File: src/rtl/mem_master_if.sv
// Command and memory bus bundle between the control path, mem_master and mainMemory.
interface mem_master_if #(
  parameter int ADDR_W = 8,
  parameter int DATA_W = 8
);
  // command side
  logic              req;
  logic [1:0]        op;
  logic [ADDR_W-1:0] addrA;
  logic [ADDR_W-1:0] addrB;
  logic [ADDR_W-1:0] len;
  logic [DATA_W-1:0] wdata;
  logic              busy;
  logic              done;
  logic [DATA_W-1:0] rdata;
  // memory side
  logic [ADDR_W-1:0] memAddress;
  logic [DATA_W-1:0] memDataOut;
  logic [DATA_W-1:0] memDataIn;
  logic              memRead;
  logic              memWrite;

  // bus initiator view
  modport master (
    input  req, op, addrA, addrB, len, wdata, memDataIn,
    output busy, done, rdata, memAddress, memDataOut, memRead, memWrite
  );

  // control path plus memory view
  modport slave (
    output req, op, addrA, addrB, len, wdata, memDataIn,
    input  busy, done, rdata, memAddress, memDataOut, memRead, memWrite
  );
endinterface

File: src/rtl/mem_master.sv
// Bus initiator for mainMemory: single READ/WRITE plus block COPY and FILL.
//
//  state  | meaning
//  -------+-----------------------------------------------------------
//  IDLE   | waiting for req; operands latched on the accepting edge
//  RD     | memRead + source address held for READ_LATENCY cycles
//  WR     | one memWrite cycle at destination; pointers advance on exit
//  DONE   | one-cycle completion pulse, then back to IDLE
module mem_master #(
  parameter int ADDR_W       = 8,
  parameter int DATA_W       = 8,
  parameter int READ_LATENCY = 1
) (
  input  logic           clk,
  input  logic           reset,
  mem_master_if.master   bus
);

  typedef enum logic [1:0] {
    S_IDLE = 2'd0,
    S_RD   = 2'd1,
    S_WR   = 2'd2,
    S_DONE = 2'd3
  } state_e;

  localparam logic [1:0] OP_READ  = 2'b00;
  localparam logic [1:0] OP_WRITE = 2'b01;
  localparam logic [1:0] OP_COPY  = 2'b10;
  localparam logic [1:0] OP_FILL  = 2'b11;

  localparam int              LAT_W    = (READ_LATENCY > 1) ? $clog2(READ_LATENCY) : 1;
  localparam logic [LAT_W-1:0] LAT_LOAD = LAT_W'(READ_LATENCY - 1);

  state_e            state_q, state_d;
  logic [1:0]        op_q, op_d;
  logic [ADDR_W-1:0] src_q, src_d;
  logic [ADDR_W-1:0] dst_q, dst_d;
  logic [ADDR_W-1:0] rem_q, rem_d;
  logic [DATA_W-1:0] data_q, data_d;
  logic [DATA_W-1:0] wdata_q, wdata_d;
  logic [DATA_W-1:0] rdata_q, rdata_d;
  logic [LAT_W-1:0]  lat_q, lat_d;
  logic [ADDR_W-1:0] addr_hold_q, addr_hold_d;
  logic [DATA_W-1:0] dout_hold_q, dout_hold_d;

  logic              accept;
  logic              lat_expired;
  logic              last_word;
  logic              busy_o;
  logic              done_o;
  logic              mem_read_o;
  logic              mem_write_o;
  logic [ADDR_W-1:0] mem_addr_o;
  logic [DATA_W-1:0] mem_dout_o;

  assign accept      = (state_q == S_IDLE) && bus.req;
  assign lat_expired = (lat_q == '0);
  // remaining count still includes the word being written this cycle
  assign last_word   = (rem_q == ADDR_W'(1));

  // state register; reset abandons any command in flight immediately
  always_ff @(posedge clk or negedge reset) begin
    if (!reset) begin
      state_q <= S_IDLE;
    end else begin
      state_q <= state_d;
    end
  end

  // next-state decode
  always_comb begin
    state_d = state_q;
    case (state_q)
      S_IDLE: begin
        if (bus.req) begin
          case (bus.op)
            OP_READ:  state_d = S_RD;
            OP_WRITE: state_d = S_WR;
            OP_COPY:  state_d = (bus.len == '0) ? S_DONE : S_RD;
            OP_FILL:  state_d = (bus.len == '0) ? S_DONE : S_WR;
            default:  state_d = S_IDLE;
          endcase
        end
      end
      S_RD: begin
        if (lat_expired) begin
          state_d = (op_q == OP_READ) ? S_DONE : S_WR;
        end
      end
      S_WR: begin
        if ((op_q == OP_WRITE) || last_word) begin
          state_d = S_DONE;
        end else if (op_q == OP_COPY) begin
          state_d = S_RD;
        end else begin
          state_d = S_WR;
        end
      end
      S_DONE:  state_d = S_IDLE;
      default: state_d = S_IDLE;
    endcase
  end

  // bus strobes and address/data muxing; address and data hold their last value when idle
  always_comb begin
    busy_o      = 1'b0;
    done_o      = 1'b0;
    mem_read_o  = 1'b0;
    mem_write_o = 1'b0;
    mem_addr_o  = addr_hold_q;
    mem_dout_o  = dout_hold_q;
    case (state_q)
      S_RD: begin
        busy_o     = 1'b1;
        mem_read_o = 1'b1;
        mem_addr_o = src_q;
      end
      S_WR: begin
        busy_o      = 1'b1;
        mem_write_o = 1'b1;
        mem_addr_o  = dst_q;
        mem_dout_o  = (op_q == OP_COPY) ? data_q : wdata_q;
      end
      S_DONE:  done_o = 1'b1;
      default: ;
    endcase
  end

  // operand latching, read-latency down-counter, pointer and count updates
  always_comb begin
    op_d        = op_q;
    src_d       = src_q;
    dst_d       = dst_q;
    rem_d       = rem_q;
    data_d      = data_q;
    wdata_d     = wdata_q;
    rdata_d     = rdata_q;
    lat_d       = lat_q;
    addr_hold_d = mem_addr_o;
    dout_hold_d = mem_dout_o;
    if (accept) begin
      op_d    = bus.op;
      src_d   = bus.addrA;
      dst_d   = bus.addrB;
      rem_d   = bus.len;
      wdata_d = bus.wdata;
      lat_d   = LAT_LOAD;
    end
    case (state_q)
      S_RD: begin
        if (lat_expired) begin
          data_d = bus.memDataIn;
          if (op_q == OP_READ) begin
            rdata_d = bus.memDataIn;
          end
        end else begin
          lat_d = lat_q - LAT_W'(1);
        end
      end
      S_WR: begin
        // pointers wrap naturally at 2^ADDR_W; counter is reloaded for the next RD
        src_d = src_q + ADDR_W'(1);
        dst_d = dst_q + ADDR_W'(1);
        rem_d = rem_q - ADDR_W'(1);
        lat_d = LAT_LOAD;
      end
      default: ;
    endcase
  end

  // datapath registers
  always_ff @(posedge clk or negedge reset) begin
    if (!reset) begin
      op_q        <= '0;
      src_q       <= '0;
      dst_q       <= '0;
      rem_q       <= '0;
      data_q      <= '0;
      wdata_q     <= '0;
      rdata_q     <= '0;
      lat_q       <= '0;
      addr_hold_q <= '0;
      dout_hold_q <= '0;
    end else begin
      op_q        <= op_d;
      src_q       <= src_d;
      dst_q       <= dst_d;
      rem_q       <= rem_d;
      data_q      <= data_d;
      wdata_q     <= wdata_d;
      rdata_q     <= rdata_d;
      lat_q       <= lat_d;
      addr_hold_q <= addr_hold_d;
      dout_hold_q <= dout_hold_d;
    end
  end

  assign bus.busy       = busy_o;
  assign bus.done       = done_o;
  assign bus.rdata      = rdata_q;
  assign bus.memRead    = mem_read_o;
  assign bus.memWrite   = mem_write_o;
  assign bus.memAddress = mem_addr_o;
  assign bus.memDataOut = mem_dout_o;

endmodule

File: src/flat_wrapper.sv
// flat-port wrapper written by rule: the top's interface ports become plain ports
module mem_master_flat 
#(
  parameter int ADDR_W       = 8,
  parameter int DATA_W       = 8,
  parameter int READ_LATENCY = 1
)
  (clk, reset, bus_req, bus_op, bus_addrA, bus_addrB, bus_len, bus_wdata, bus_memDataIn, bus_busy, bus_done, bus_rdata, bus_memAddress, bus_memDataOut, bus_memRead, bus_memWrite);
  mem_master_if #(.ADDR_W(ADDR_W), .DATA_W(DATA_W)) bus_i ();
  input  logic clk;
  input  logic reset;
  input wire logic [$bits(bus_i.req)-1:0] bus_req;
  input wire logic [$bits(bus_i.op)-1:0] bus_op;
  input wire logic [$bits(bus_i.addrA)-1:0] bus_addrA;
  input wire logic [$bits(bus_i.addrB)-1:0] bus_addrB;
  input wire logic [$bits(bus_i.len)-1:0] bus_len;
  input wire logic [$bits(bus_i.wdata)-1:0] bus_wdata;
  input wire logic [$bits(bus_i.memDataIn)-1:0] bus_memDataIn;
  output wire logic [$bits(bus_i.busy)-1:0] bus_busy;
  output wire logic [$bits(bus_i.done)-1:0] bus_done;
  output wire logic [$bits(bus_i.rdata)-1:0] bus_rdata;
  output wire logic [$bits(bus_i.memAddress)-1:0] bus_memAddress;
  output wire logic [$bits(bus_i.memDataOut)-1:0] bus_memDataOut;
  output wire logic [$bits(bus_i.memRead)-1:0] bus_memRead;
  output wire logic [$bits(bus_i.memWrite)-1:0] bus_memWrite;
  assign bus_i.req = bus_req;
  assign bus_i.op = bus_op;
  assign bus_i.addrA = bus_addrA;
  assign bus_i.addrB = bus_addrB;
  assign bus_i.len = bus_len;
  assign bus_i.wdata = bus_wdata;
  assign bus_i.memDataIn = bus_memDataIn;
  assign bus_busy = bus_i.busy;
  assign bus_done = bus_i.done;
  assign bus_rdata = bus_i.rdata;
  assign bus_memAddress = bus_i.memAddress;
  assign bus_memDataOut = bus_i.memDataOut;
  assign bus_memRead = bus_i.memRead;
  assign bus_memWrite = bus_i.memWrite;
  mem_master #(.ADDR_W(ADDR_W), .DATA_W(DATA_W), .READ_LATENCY(READ_LATENCY)) u_core (.clk(clk), .reset(reset), .bus(bus_i));
endmodule
File: config.mk
export PLATFORM = sky130hd
export DESIGN_NAME = mem_master_flat
export DESIGN_NICKNAME = d
export VERILOG_FILES = /design/src/rtl/mem_master_if.sv /design/src/rtl/mem_master.sv /design/src/flat_wrapper.sv
export SDC_FILE = /design/constraint.sdc
export NUM_CORES = 1
export LEC_CHECK = 0
export ABC_AREA = 1
export BUFFER_PORTS_ARGS = -buffer_cell sky130_fd_sc_hd__buf_2
export CORE_MARGIN = 3
export CORE_UTILIZATION = 55
export DETAILED_ROUTE_END_ITERATION = 8
export GPL_ROUTABILITY_DRIVEN = 0
export GPL_TIMING_DRIVEN = 1
export PLACE_DENSITY_LB_ADDON = 0.1
export SYNTH_ARGS = -nofsm -noshare
export SYNTH_HDL_FRONTEND = slang
export SYNTH_SLANG_ARGS = --single-unit
File: constraint.sdc
create_clock -name clk -period 1.5 [get_ports clk]
set_input_delay 0.075 -clock clk [delete_from_list [all_inputs] [get_ports clk]]
set_output_delay 0.075 -clock clk [all_outputs]
set_load 0.005 [all_outputs]
Word-level counts from Yosys, hierarchy flattened
Cells that the tools add are included.

Add/subtract/negate cells: 4. Equal/unequal tests: 11. Muxes and demuxes: 25. Bitwise gates (word level): 1. Reductions and logical operators: 11.

Operators by type and width (count): 8-bit two-way mux (8); 8-bit by 1-bit adder with 8-bit output, second input constant (2); 2-bit case mux with 4 select lines (2); 8-bit case mux with 2 select lines (1); 2-bit equality test, second input constant (5); 2-bit two-way mux (5); 8-bit by 1-bit equality test with 1-bit output, second input constant (1); 8-bit logical NOT (1); 1-bit two-way mux (8); 8-bit by 1-bit subtractor with 8-bit output, second input constant (1); 2-bit by 1-bit equality test with 1-bit output, second input constant (3); 2-bit logical NOT (3); 2-bit inequality test, second input constant (2); 2-bit AND reduction (2); 3-bit AND reduction (1); 1-bit case mux with 2 select lines (1); 2-bit nonzero test (1); 2-bit OR reduction (1); 1-bit logical AND (1); 1-bit logical OR (1); 1-bit NOT (1); 1-bit subtractor, second input constant (1).

Register bits: 69. Input bits: 45. Output and inout port bits: 28. Word-level logic and storage cells: 63.

Longest topological paths before layout
Gate-level depths: netlist of run 1.

Word-level depth: 5. Gate-level depth with buffers: 10. Depth with buffers taken out: 9.

Least setup slack after synthesis of run 1
Ideal clock, no wire load.

Path kind: flip-flop to flip-flop. From: register u_core.state_q[0]. To: register u_core.addr_hold_q[2]. Setup time: 0.106 ns. Arrival: 1.338 ns. Required time: 1.394 ns. Path slack: 0.056 ns. Cell stages (with the launch flop): 8. Buffers on the path: 3. Period minus slack after synthesis: 1.444 ns. Path through: dfrtp_1 inv_1 ha_1 buf_6 buf_6 buf_4 nand2_1 a31oi_1.

Cells in the longest elaborated chain, start to end: 2. Elaborated cells between the ends (all ways): 3. Those cells by class: 2 x eq/ne; 1 x mux.

RTL lines: from (decl) (line mem_master.sv:34) `state_e state_q, state_d;`; from (signal assigned) (line mem_master.sv:66) `state_q <= state_d;`; 2-bit equality test or 2-bit by 1-bit equality test with 1-bit output (tied branches) (line mem_master.sv:112) `case (state_q)`; 8-bit case mux with 2 select lines (*) (line mem_master.sv:112); via bus_memAddress[2] (line flat_wrapper.sv:22) `output wire logic [$bits(bus_i.memAddress)-1:0] bus_memAddress;`; to (signal assigned) (line mem_master.sv:193) `addr_hold_q <= addr_hold_d;`; to (decl) (line mem_master.sv:43) `logic [ADDR_W-1:0] addr_hold_q, addr_hold_d;`.

Mark *: on every way through the listed nets, which the timed path passes. The rest lies on a longest branch. A chain may end at the register's enable or synchronous reset.

Final worst setup path of run 1
From: register u_core.state_q[0]. To: output port bus_memDataOut[5].

Cells in the longest elaborated chain, start to end: 2.

RTL lines: 2-bit equality test (line mem_master.sv:112); 8-bit two-way mux (line mem_master.sv:112); to (decl) (line flat_wrapper.sv:23) `output wire logic [$bits(bus_i.memDataOut)-1:0] bus_memDataOut;`.

No other way between the ends.

==> results of run 1 <==
-- what timing repair did --
item,in CTS,in global routing
buffers inserted,12,12
gates cloned,2,3
pin swaps,11,13
setup endpoints to repair,27,58
endpoints found under the hold margin,100,0
gates resized for setup,62,51
hold buffers,27,0
-- worst min-delay path: stages --
cell and delay (ps):
buf_2 110, nor3_2 50, nor3_2 90
-- cells in the mapped netlist (all sizes together) --
cell | count | share of area [%]
nand2 | 164 | 18
dfrtp | 69 | 50
o21ai | 46 | 6.6
nor2 | 36 | 4.8
inv | 32 | 3.5
nand3 | 24 | 3.6
buf | 14 | 2.8
a31oi | 9 | 1.6
ha | 9 | 3.2
nor3 | 9 | 1.4
a21oi | 6 | 0.86
o211ai | 4 | 0.86
nand4 | 3 | 0.54
xor2 | 3 | 0.76
clkbuf | 2 | 0.22
o22ai | 2 | 0.36
nand3b | 1 | 0.22
o21a | 1 | 0.22
o221ai | 1 | 0.25
o311ai | 1 | 0.25
o31ai | 1 | 0.22
-- sequential cells by signal, summed over array words and instances, names as in the netlist, 8 cells and up --
| signal | cells |
|---|---|
| u_core.bus.rdata | 8 |
| u_core.wdata_q | 8 |
| u_core.addr_hold_q | 8 |
| u_core.src_q | 8 |
| u_core.dout_hold_q | 8 |
| u_core.data_q | 8 |
| u_core.rem_q | 8 |
| u_core.dst_q | 8 |
-- kinds of logic (layout without fill, tap and decap cells) --
family | count (synthesis) | in the layout | share of synthesized area, %
adder cells (fa/ha/maj) | 9 | 9 | 3.24
flip-flops | 69 | 69 | 49.7
AO/OA/AOI/OAI | 71 | 71 | 11.3
buffers and inverters | 48 | 197 | 6.59
AND/OR/NAND/NOR | 237 | 237 | 28.4
XOR/XNOR | 3 | 3 | 0.757
-- worst paths after layout --
| check | start | endpoint | cells past startpoint |
|---|---|---|---|
| worst min register to register | u_core.bus.rdata[0]$_DFFE_PN0P_ | u_core.bus.rdata[0]$_DFFE_PN0P_ | 2 |
| max in group asynchronous | reset | u_core.src_q[0]$_DFFE_PN0P_ | 3 |
| worst max register to register | u_core.state_q[1]$_DFFE_PN0P_ | u_core.rem_q[2]$_DFFE_PN0P_ | 8 |
| worst max-delay path | u_core.state_q[0]$_DFFE_PN0P_ | bus_memDataOut[5] | 7 |
| worst min-delay path | bus_addrB[1] | u_core.dst_q[1]$_DFFE_PN0P_ | 3 |
| min in group asynchronous | reset | u_core.bus.rdata[2]$_DFFE_PN0P_ | 3 |
-- per-stage QoR --
step / instance area, um2 / utilization, % / total power [mW] / setup TNS [ps] / hold slack (ps)
floorplan: 3470 / - / 6.58 / 0 / -221
CTS: 4880 / 81.0 / 11.8 / -4390 / 7.27
detailed placement: 4030 / 66.8 / 8.49 / -228 / 128
global placement: 4030 / 66.8 / 8.35 / 0 / 128
finish: 5160 / 85.6 / 13.1 / -6340 / 21.3
global route: 5160 / 85.6 / 13.9 / -8830 / 44.1
-- routing by layer --
metal / wire (um) / track usage, %
met1: 4530 / 39.1
met2: 5530 / 44.4
met3: 923 / 6.12
met4: 379 / 10.8
met5: 0 / 0
-- cell type report --
class	count	share of cell area, %
Inverter	32	2.62
Clock inverter	6	1.24
Clock buffer	9	2.40
Tap cell	75	1.82
Multi-Input combinational cell	320	35.3
Timing Repair Buffer	150	23.0
Sequential cell	69	33.5
-- power groups by stage --
stage / combinational (mW) / clock [mW] / sequential, mW
after floorplan: 3.28 / 0 / 3.30
after global placement: 4.90 / 0 / 3.44
after detailed placement: 5.02 / 0 / 3.46
after CTS: 6.81 / 1.51 / 3.46
after global routing: 8.66 / 1.60 / 3.67
final: 7.98 / 1.51 / 3.59
==> metrics.txt, run 1 <==
outcome=finished, violations left; violated checks=setup timing; post-route setup slack=-339 ps; CP bufs+invs=4; FF+latch count, synth=69; Finished Layout Cells=661; drt initial violations=327; global-route wire length before repair=16200 um; TritonCTS clock tree=built; period utilisation layout=123%; antenna cell count=0; DRT antenna net count=0; Crit Path Max Fanout=9; worst endpoint data arrival time=1760 ps; fmax=544 MHz; gr usage total=28.4%; final setup fails=36; routed via count=between 3000 and 4000; Via density=between 5 and 6; NetSw=approximately 5.7 mW; most frequent cells in the layout=nand2_1, buf_2, dfrtp_1; initial antenna violation count=0; Slowest cell on crit path=dfrtp_1; Pwr Density=between 2000 and 3000 mW/mm2; Leak=2.55 nW; total grt overflow=0; Die Area=0.00730 mm2; Sw Share=43.9%; gate count of the mapped netlist=roughly 440; crit-path leading delay family=buffers and inverters; Hold/Removal Path Class=primary input to flop; largest net degree at the start of global routing=70; most used cell, CP=o21ai_1; Post-Syn Area per Cell=between 7 and 8 um2; flop2flop setup slack=-170 ps; RSZ-0062 raised after global routing=true; register share of total power=27.5%; Clk network pwr share=11.5%; Worst EP required=1420 ps; Hold Violations, Final=0; residual DRC count=0; Int Power=7.34 mW; MaxCap Viol Count=0; Crit path largest cell delay=390 ps; Tightest Pin Transition=375 ps; critical path class=flop to output port; sequential share of the synthesized area=49.7%; maximum VDD drop=1.87 mV; Synth Cell Area=between 0.003 and 0.004 mm2; skew final=7.07 ps; die height=between 80 and 90 um; worst path cell trace=inv_2 -> buf_6 -> ha_4 -> buf_8 -> o21ai_1 -> o21ai_1 -> buf_2; number of global-route vias before repair=3433; initial core utilization=between 50 and 60%; area of the multi-input gates=about 0.0018 mm2; Placed Cells incl. Taps=a little under 600; post-layout min period=1840 ps; commonest non-fill, non-tap cell in the layout=nand2_1; Startpoint Class=flop; clk slew on worst S/H paths=80 ps; crit path capture type=output port; synth unique cells=31; Clk Latency, worst-skew pair=360 ps; WL per Instance=17.2 um; DRT Wirelength=11400 um; H-tree depth=3; Root Driver=clkbuf_8; DPL Wire Length=6050 um; fin. max-slew vios=0; Max Root-Sink Buffers=2; Final nets=636; core area=0.00603 mm2; Cell Rows=28; area grow syn2layout=48.5%; Synthesis Warnings=0; combinational share of power=between 60% and 70%; DP Worst Slack=-58.7 ps; max_slew headroom=74.9%; clock sinks=69; number of port buffers=72; layout cells sized above 1=approximately 34%; register area=0.00173 mm2; die width=85.5 um; Synthesized Nets=491; 1st-pass router iterations=6; I/O Pins=between 70 and 80; CTS Buf Count=9; Fill cells=328
Note: power is estimated with default switching activity, not from simulation.
==> run 2: changes to the inputs <==
CORE_MARGIN = 2   (was 3)
==> run 2 against run 1 <==
Against the previous run: the run still ends with setup timing left; worst hold slack lost 7.3 ps; first-iteration DRC count grew 110%; largest power group unchanged; global-route usage shrank 0.40 points; sequential power grew 3%; clock skew grew 3.4 ps; via count grew 7.7%; setup slack lost 9.8 ps; power grew 10%.
==> metrics.txt, run 2 (synthesis results as in run 1) <==
outcome=finished, violations left (unchanged); violated checks=setup timing (unchanged); area of the multi-input gates=0.00189 mm2 (was 0.00182 mm2); CTS Buf Count=9 (unchanged); commonest non-fill, non-tap cell in the layout=nand2_1 (unchanged); Sw Share=44.3% (was 43.9%); DR top layer=met4 (unchanged); maximum VDD drop=1.85 mV (was 1.87 mV); clock sinks=69 (unchanged); drt initial violations=693 (was 327); combinational share of power=64.4% (was 61.0%); worst r2r dst=u_core.dst_q[6]$_DFFE_PN0P_ (was u_core.rem_q[2]$_DFFE_PN0P_); TritonCTS clock tree=built (unchanged); post-route setup slack=-349 ps (was -339 ps); routed via count=4006 (was 3720); period utilisation layout=123% (about the same); WL per Instance=19.3 um (was 17.2 um); global-route wire length before repair=15600 um (was 16200 um); gr usage total=28.0% (was 28.4%); Final nets=651 (was 636); die width=83.5 um (was 85.5 um); skew final=10.4 ps (was 7.07 ps); fin. max-slew vios=0 (unchanged); register area=0.00173 mm2 (about the same); Pwr Density=2650 mW/mm2 (was 2540 mW/mm2); crit path capture type=output port (unchanged); Startpoint Class=flop (unchanged); Hold/Removal Path Class=primary input to flop (unchanged); RSZ-0062 raised after global routing=true (unchanged); DRT antenna net count=0 (unchanged); post-layout min period=1850 ps (was 1840 ps); critical path class=flop to output port (unchanged); cell count of the worst reg-to-reg path=10 (was 8); final setup fails=46 (was 36); worst endpoint data arrival time=1770 ps (was 1760 ps); routed wl met2=6130 um (was 5530 um); Worst EP required=1420 ps (about the same); Cell Rows=28 (unchanged); worst hold path cell count=3 (unchanged); max_slew headroom=74.5% (was 74.9%); Int Power=8.02 mW (was 7.34 mW); core area=0.00603 mm2 (unchanged); Max Root-Sink Buffers=2 (unchanged); 1st-pass router iterations=7 (was 6); clk slew on worst S/H paths=80 ps (about the same); Via density=5.92 (was 5.63); flop2flop setup slack=-290 ps (was -170 ps); initial core utilization=57.6% (unchanged); number of port buffers=72 (unchanged); Crit Path Max Fanout=5 (was 9); Die Area=0.00697 mm2 (was 0.00730 mm2); Routed met1 length=4840 um (was 4530 um); die height=83.5 um (was 85.5 um); area grow syn2layout=56.6% (was 48.5%); register share of total power=25.6% (was 27.5%); final hold slack=14.0 ps (was 21.3 ps); Worst Hold Endpoint=u_core.dst_q[0]$_DFFE_PN0P_ (was u_core.dst_q[1]$_DFFE_PN0P_); Fill cells=242 (was 328); fmax=541 MHz (was 544 MHz); MaxCap Viol Count=0 (unchanged); Clk Latency, worst-skew pair=350 ps (was 360 ps); I/O Pins=73 (unchanged); setup TNS=-9910 ps (was -6340 ps); residual DRC count=0 (unchanged); H-tree depth=3 (unchanged); largest net degree at the start of global routing=70 (unchanged); Hold Path Origin=bus_addrB[0] (was bus_addrB[1]); DPL Wire Length=6010 um (was 6050 um); Leak=2.68 nW (was 2.55 nW); antenna cell count=0 (unchanged); number of global-route vias before repair=3318 (was 3433); NetSw=6.38 mW (was 5.75 mW); Tightest Pin Transition=381 ps (was 375 ps); R2R Path Start=u_core.state_q[1]$_DFFE_PN0P_ (unchanged); Hold Violations, Final=0 (unchanged); Root Driver=clkbuf_8 (unchanged); met3 routed wirelength=1470 um (was 923 um); most frequent cells in the layout=nand2_1, buf_2, dfrtp_1 (unchanged); initial antenna violation count=0 (unchanged); layout cells sized above 1=38.5% (was 34.5%); total grt overflow=0 (unchanged); DRT Wirelength=13100 um (was 11400 um); Clk network pwr share=9.9% (was 11.5%)
==> run 2: changes by cell type in the layout (fill, tap and decap cells not counted), sizes merged, moves of 2 or more <==
cell | previous run | this run
clkinv | 2 | 4
clkbuf | 11 | 16
inv | 33 | 31
buf | 121 | 134
==> run 2: final cells by class <==
cell class	count	share of cell area (%)
clock buffers	12	2.85
multi-input cells	321	34.7
flip-flops and latches	69	31.7
well taps	75	1.73
inverters	32	2.67
clock inverters	4	0.414
repair buffers	164	25.9
==> run 2: metal layers <==
metal	up-vias	track usage, %
li1	1742	-
met1	1849	39.1
met2	345	43.8
met3	70	4.85
met4	0	11.4
met5	-	0
==> run 2: how the worst max path moves through the flow <==
| stage | start | endpoint | slack [ps] | cells past startpoint |
|---|---|---|---|---|
| 4_1_cts | u_core.state_q[0]$_DFFE_PN0P_ | bus_memAddress[1] | -250 | 7 |
| 3_5_place_dp | u_core.state_q[0]$_DFFE_PN0P_ | bus_memDataOut[3] | -30 | 6 |
| 6_report | u_core.state_q[0]$_DFFE_PN0P_ | bus_memAddress[7] | -350 | 7 |
| 5_1_grt | u_core.state_q[1]$_DFFE_PN0P_ | bus_memAddress[3] | -410 | 6 |
| 2_1_floorplan | u_core.state_q[0]$_DFFE_PN0P_ | u_core.addr_hold_q[2]$_DFF_PN0_ | 60 | 7 |
| 3_3_place_gp | u_core.state_q[0]$_DFFE_PN0P_ | u_core.rem_q[4]$_DFFE_PN0P_ | 40 | 9 |
==> run 2: power by group through the flow <==
stage | sequential [mW] | combinational, mW | clock (mW)
after floorplan | 3.30 | 3.28 | 0
after CTS | 3.45 | 6.02 | 1.40
after global routing | 3.76 | 9.83 | 1.51
after global placement | 3.44 | 4.85 | 0
after detailed placement | 3.46 | 4.98 | 0
final | 3.69 | 9.28 | 1.43
==> run 2: stage by stage <==
| stage | total power, mW | setup slack [ps] | std cells | area (um2) | util (%) |
|---|---|---|---|---|---|
| 6_report | 14.4 | -349 | 677 | 5440 | 90.3 |
| 5_1_grt | 15.1 | -405 | 677 | 5440 | 90.3 |
| 4_1_cts | 10.9 | -249 | 650 | 4710 | 78.2 |
| 3_5_place_dp | 8.44 | -32.7 | 591 | 4020 | 66.7 |
| 3_3_place_gp | 8.29 | 41.4 | 591 | 4020 | 66.7 |
| 2_1_floorplan | 6.58 | 56.4 | 437 | 3470 | - |
==> run 2: worst max-delay path, cell delays in order (launching register included) <==
cell and delay (ps):
dfrtp_1 370, inv_2 70, buf_6 130, ha_4 320, buf_12 130, nor2_1 40, a31oi_1 200, buf_2 160
==> run 2: what timing repair did <==
action | CTS | global route
resized for setup | 26 | 118
endpoints found under the setup margin | 34 | 52
pin swaps | 5 | 25
hold endpoints to repair | 95 | 0
buffers inserted | 15 | 27
cloned | 2 | 4
hold buffers | 26 | 0
==> run 3: changes to the inputs <==
CORE_UTILIZATION = 50   (was 55)
==> run 3 against run 2 <==
Against the previous run: highest routed layer unchanged; the run still ends with setup timing left; critical endpoint is now bus_memDataOut[2]; sequential power is essentially flat; via count shrank 3.4%; non-clock buffer count shrank 2; die area grew 9.5%.
==> metrics.txt, run 3 (synthesis results as in run 1) <==
met1 GRT Util=38.1% (was 39.1%); Pwr Density=2620 mW/mm2 (was 2650 mW/mm2); Tightest Pin Transition=439 ps (was 381 ps); I/O Pins=73 (unchanged); largest net degree at the start of global routing=27 (was 70); Finished Layout Cells=681 (was 677); WL per Instance=18.5 um (was 19.3 um); worst endpoint data arrival time=1810 ps (was 1770 ps); clk slew on worst S/H paths=80 ps (about the same); core area=0.00676 mm2 (was 0.00603 mm2); critical path class=flop to output port (unchanged); worst hold path cell count=3 (unchanged); global-route wire length before repair=15800 um (was 15600 um); 1st-pass router iterations=5 (was 7); number of port buffers=72 (unchanged); GR peak layer=met2 (unchanged); routed via count=3870 (was 4006); fmax=529 MHz (was 541 MHz); antenna cell count=0 (unchanged); die width=87.3 um (was 83.5 um); Root Driver=clkbuf_8 (unchanged); met3 Resource Use GR=4.64% (was 4.85%); Hold/Removal Path Class=primary input to flop (unchanged); most frequent cells in the layout=nand2_1, buf_2, dfrtp_1 (unchanged); die height=87.3 um (was 83.5 um); crit path capture type=output port (unchanged); violated checks=setup timing (unchanged); Via density=5.68 (was 5.92); Die Area=0.00763 mm2 (was 0.00697 mm2); MaxCap Viol Count=0 (unchanged); initial core utilization=51.4% (was 57.6%); gr usage total=26.8% (was 28.0%); drt initial violations=430 (was 693); Crit Path Max Fanout=7 (was 5); period utilisation layout=126% (was 123%); Total Power=14.5 mW (was 14.4 mW); RSZ-0062 raised after global routing=true (unchanged); Worst EP required=1420 ps (about the same); number of global-route vias before repair=3343 (was 3318); DRT Wirelength=12600 um (was 13100 um); residual DRC count=0 (unchanged); total grt overflow=0 (unchanged); skew final=13.5 ps (was 10.4 ps); TritonCTS clock tree=built (unchanged); DPL Wire Length=6310 um (was 6010 um); Max Root-Sink Buffers=2 (unchanged); Placed Cells incl. Taps=594 (was 591); GRT met2 Usage=41.9% (was 43.8%); Fill cells=384 (was 242); Clk Latency, worst-skew pair=370 ps (was 350 ps); post-layout min period=1890 ps (was 1850 ps); maximum VDD drop=1.12 mV (was 1.85 mV); fin. max-slew vios=0 (unchanged); outcome=finished, violations left (unchanged); layout cells sized above 1=37.6% (was 38.5%); CTS Buf Count=9 (unchanged); Startpoint Class=flop (unchanged); H-tree depth=3 (unchanged); final hold slack=1.22 ps (was 14.0 ps); clock sinks=69 (unchanged); max_slew headroom=70.7% (was 74.5%); Crit path largest cell delay=400 ps (was 370 ps); Hold Violations, Final=0 (unchanged); cell count of the worst reg-to-reg path=9 (was 10); DP Worst Slack=-79.1 ps (was -32.7 ps); post-route setup slack=-390 ps (was -349 ps); commonest non-fill, non-tap cell in the layout=nand2_1 (unchanged); worst path cell trace=buf_4 -> ha_4 -> clkbuf_16 -> o21ai_2 -> o21ai_1 -> buf_2 (was inv_2 -> buf_6 -> ha_4 -> buf_12 -> nor2_1 -> a31oi_1 -> buf_2); final setup fails=48 (was 46); Leak=2.75 nW (was 2.68 nW); Final nets=650 (was 651); setup TNS=-7470 ps (was -9910 ps); initial antenna violation count=0 (unchanged); DRT antenna net count=0 (unchanged); Cell Rows=30 (was 28); area grow syn2layout=59.7% (was 56.6%); register area=0.00173 mm2 (about the same); Slowest cell on crit path=dfrtp_1 (unchanged); area of the multi-input gates=0.00194 mm2 (was 0.00189 mm2)
==> run 3: cell count changes in the layout (fill, tap and decap cells not counted), sizes merged, moves of 2 or more <==
cell	before	now
buf	134	130
clkinv	4	2
clkbuf	16	18
bufinv	0	2
==> run 3: area by class of cell <==
cell class	instances	share of cell area (%)
multi-input combinational	322	35.0
sequential	69	31.2
timing repair buffer	162	25.6
inverter	32	2.53
clock buffer	11	2.37
tap	80	1.80
clock inverter	5	1.53
==> run 3: worst max-delay path, delay by kind of cell, from the launching register on <==
family                     cells  cell delay [ps]
AOI/OAI and AO/OA              2              280
adders and majority gates      1              250
buffers and inverters          3              520
DFF                            1              400
==> run 3: where the power goes <==
group,internal [mW],switching (mW)
combinational,4.47,4.66
sequential,2.81,0.852
clock,0.943,0.769
==> run 3: routing by layer <==
layer / share of wire [%] / vias to the layer above
met5: 0 / -
met4: 3.2 / 0
met2: 49 / 222
met1: 40 / 1858
li1: - / 1744
met3: 7.7 / 46
==> run 3: worst paths after layout <==
path | slack (ps) | endpoint | from
setup / recovery | -390 | bus_memDataOut[2] | u_core.state_q[1]$_DFFE_PN0P_
hold / removal | 1 | u_core.op_q[0]$_DFFE_PN0P_ | bus_op[0]
setup reg to reg | -240 | u_core.state_q[0]$_DFFE_PN0P_ | u_core.state_q[0]$_DFFE_PN0P_
hold reg to reg | 480 | u_core.bus.rdata[0]$_DFFE_PN0P_ | u_core.bus.rdata[0]$_DFFE_PN0P_
max in group asynchronous | 800 | u_core.src_q[6]$_DFFE_PN0P_ | reset
min in group asynchronous | 180 | u_core.bus.rdata[0]$_DFFE_PN0P_ | reset
==> run 3: timing repair <==
item / CTS / global route
cloned: 2 / 8
setup buffers: 14 / 23
endpoints found under the hold margin: 53 / 0
hold buffers: 25 / 0
pin swaps: 6 / 30
endpoints found under the setup margin: 25 / 55
resized for setup: 42 / 99
==> run 3: metrics by stage <==
| step | instance area [um2] | util, % |
|---|---|---|
| finish | 5550 | 82.1 |
| global route | 5550 | 82.1 |
| CTS | 4780 | 70.8 |
| detailed placement | 4040 | 59.7 |
| global placement | 4040 | 59.7 |
| floorplan | 3470 | - |
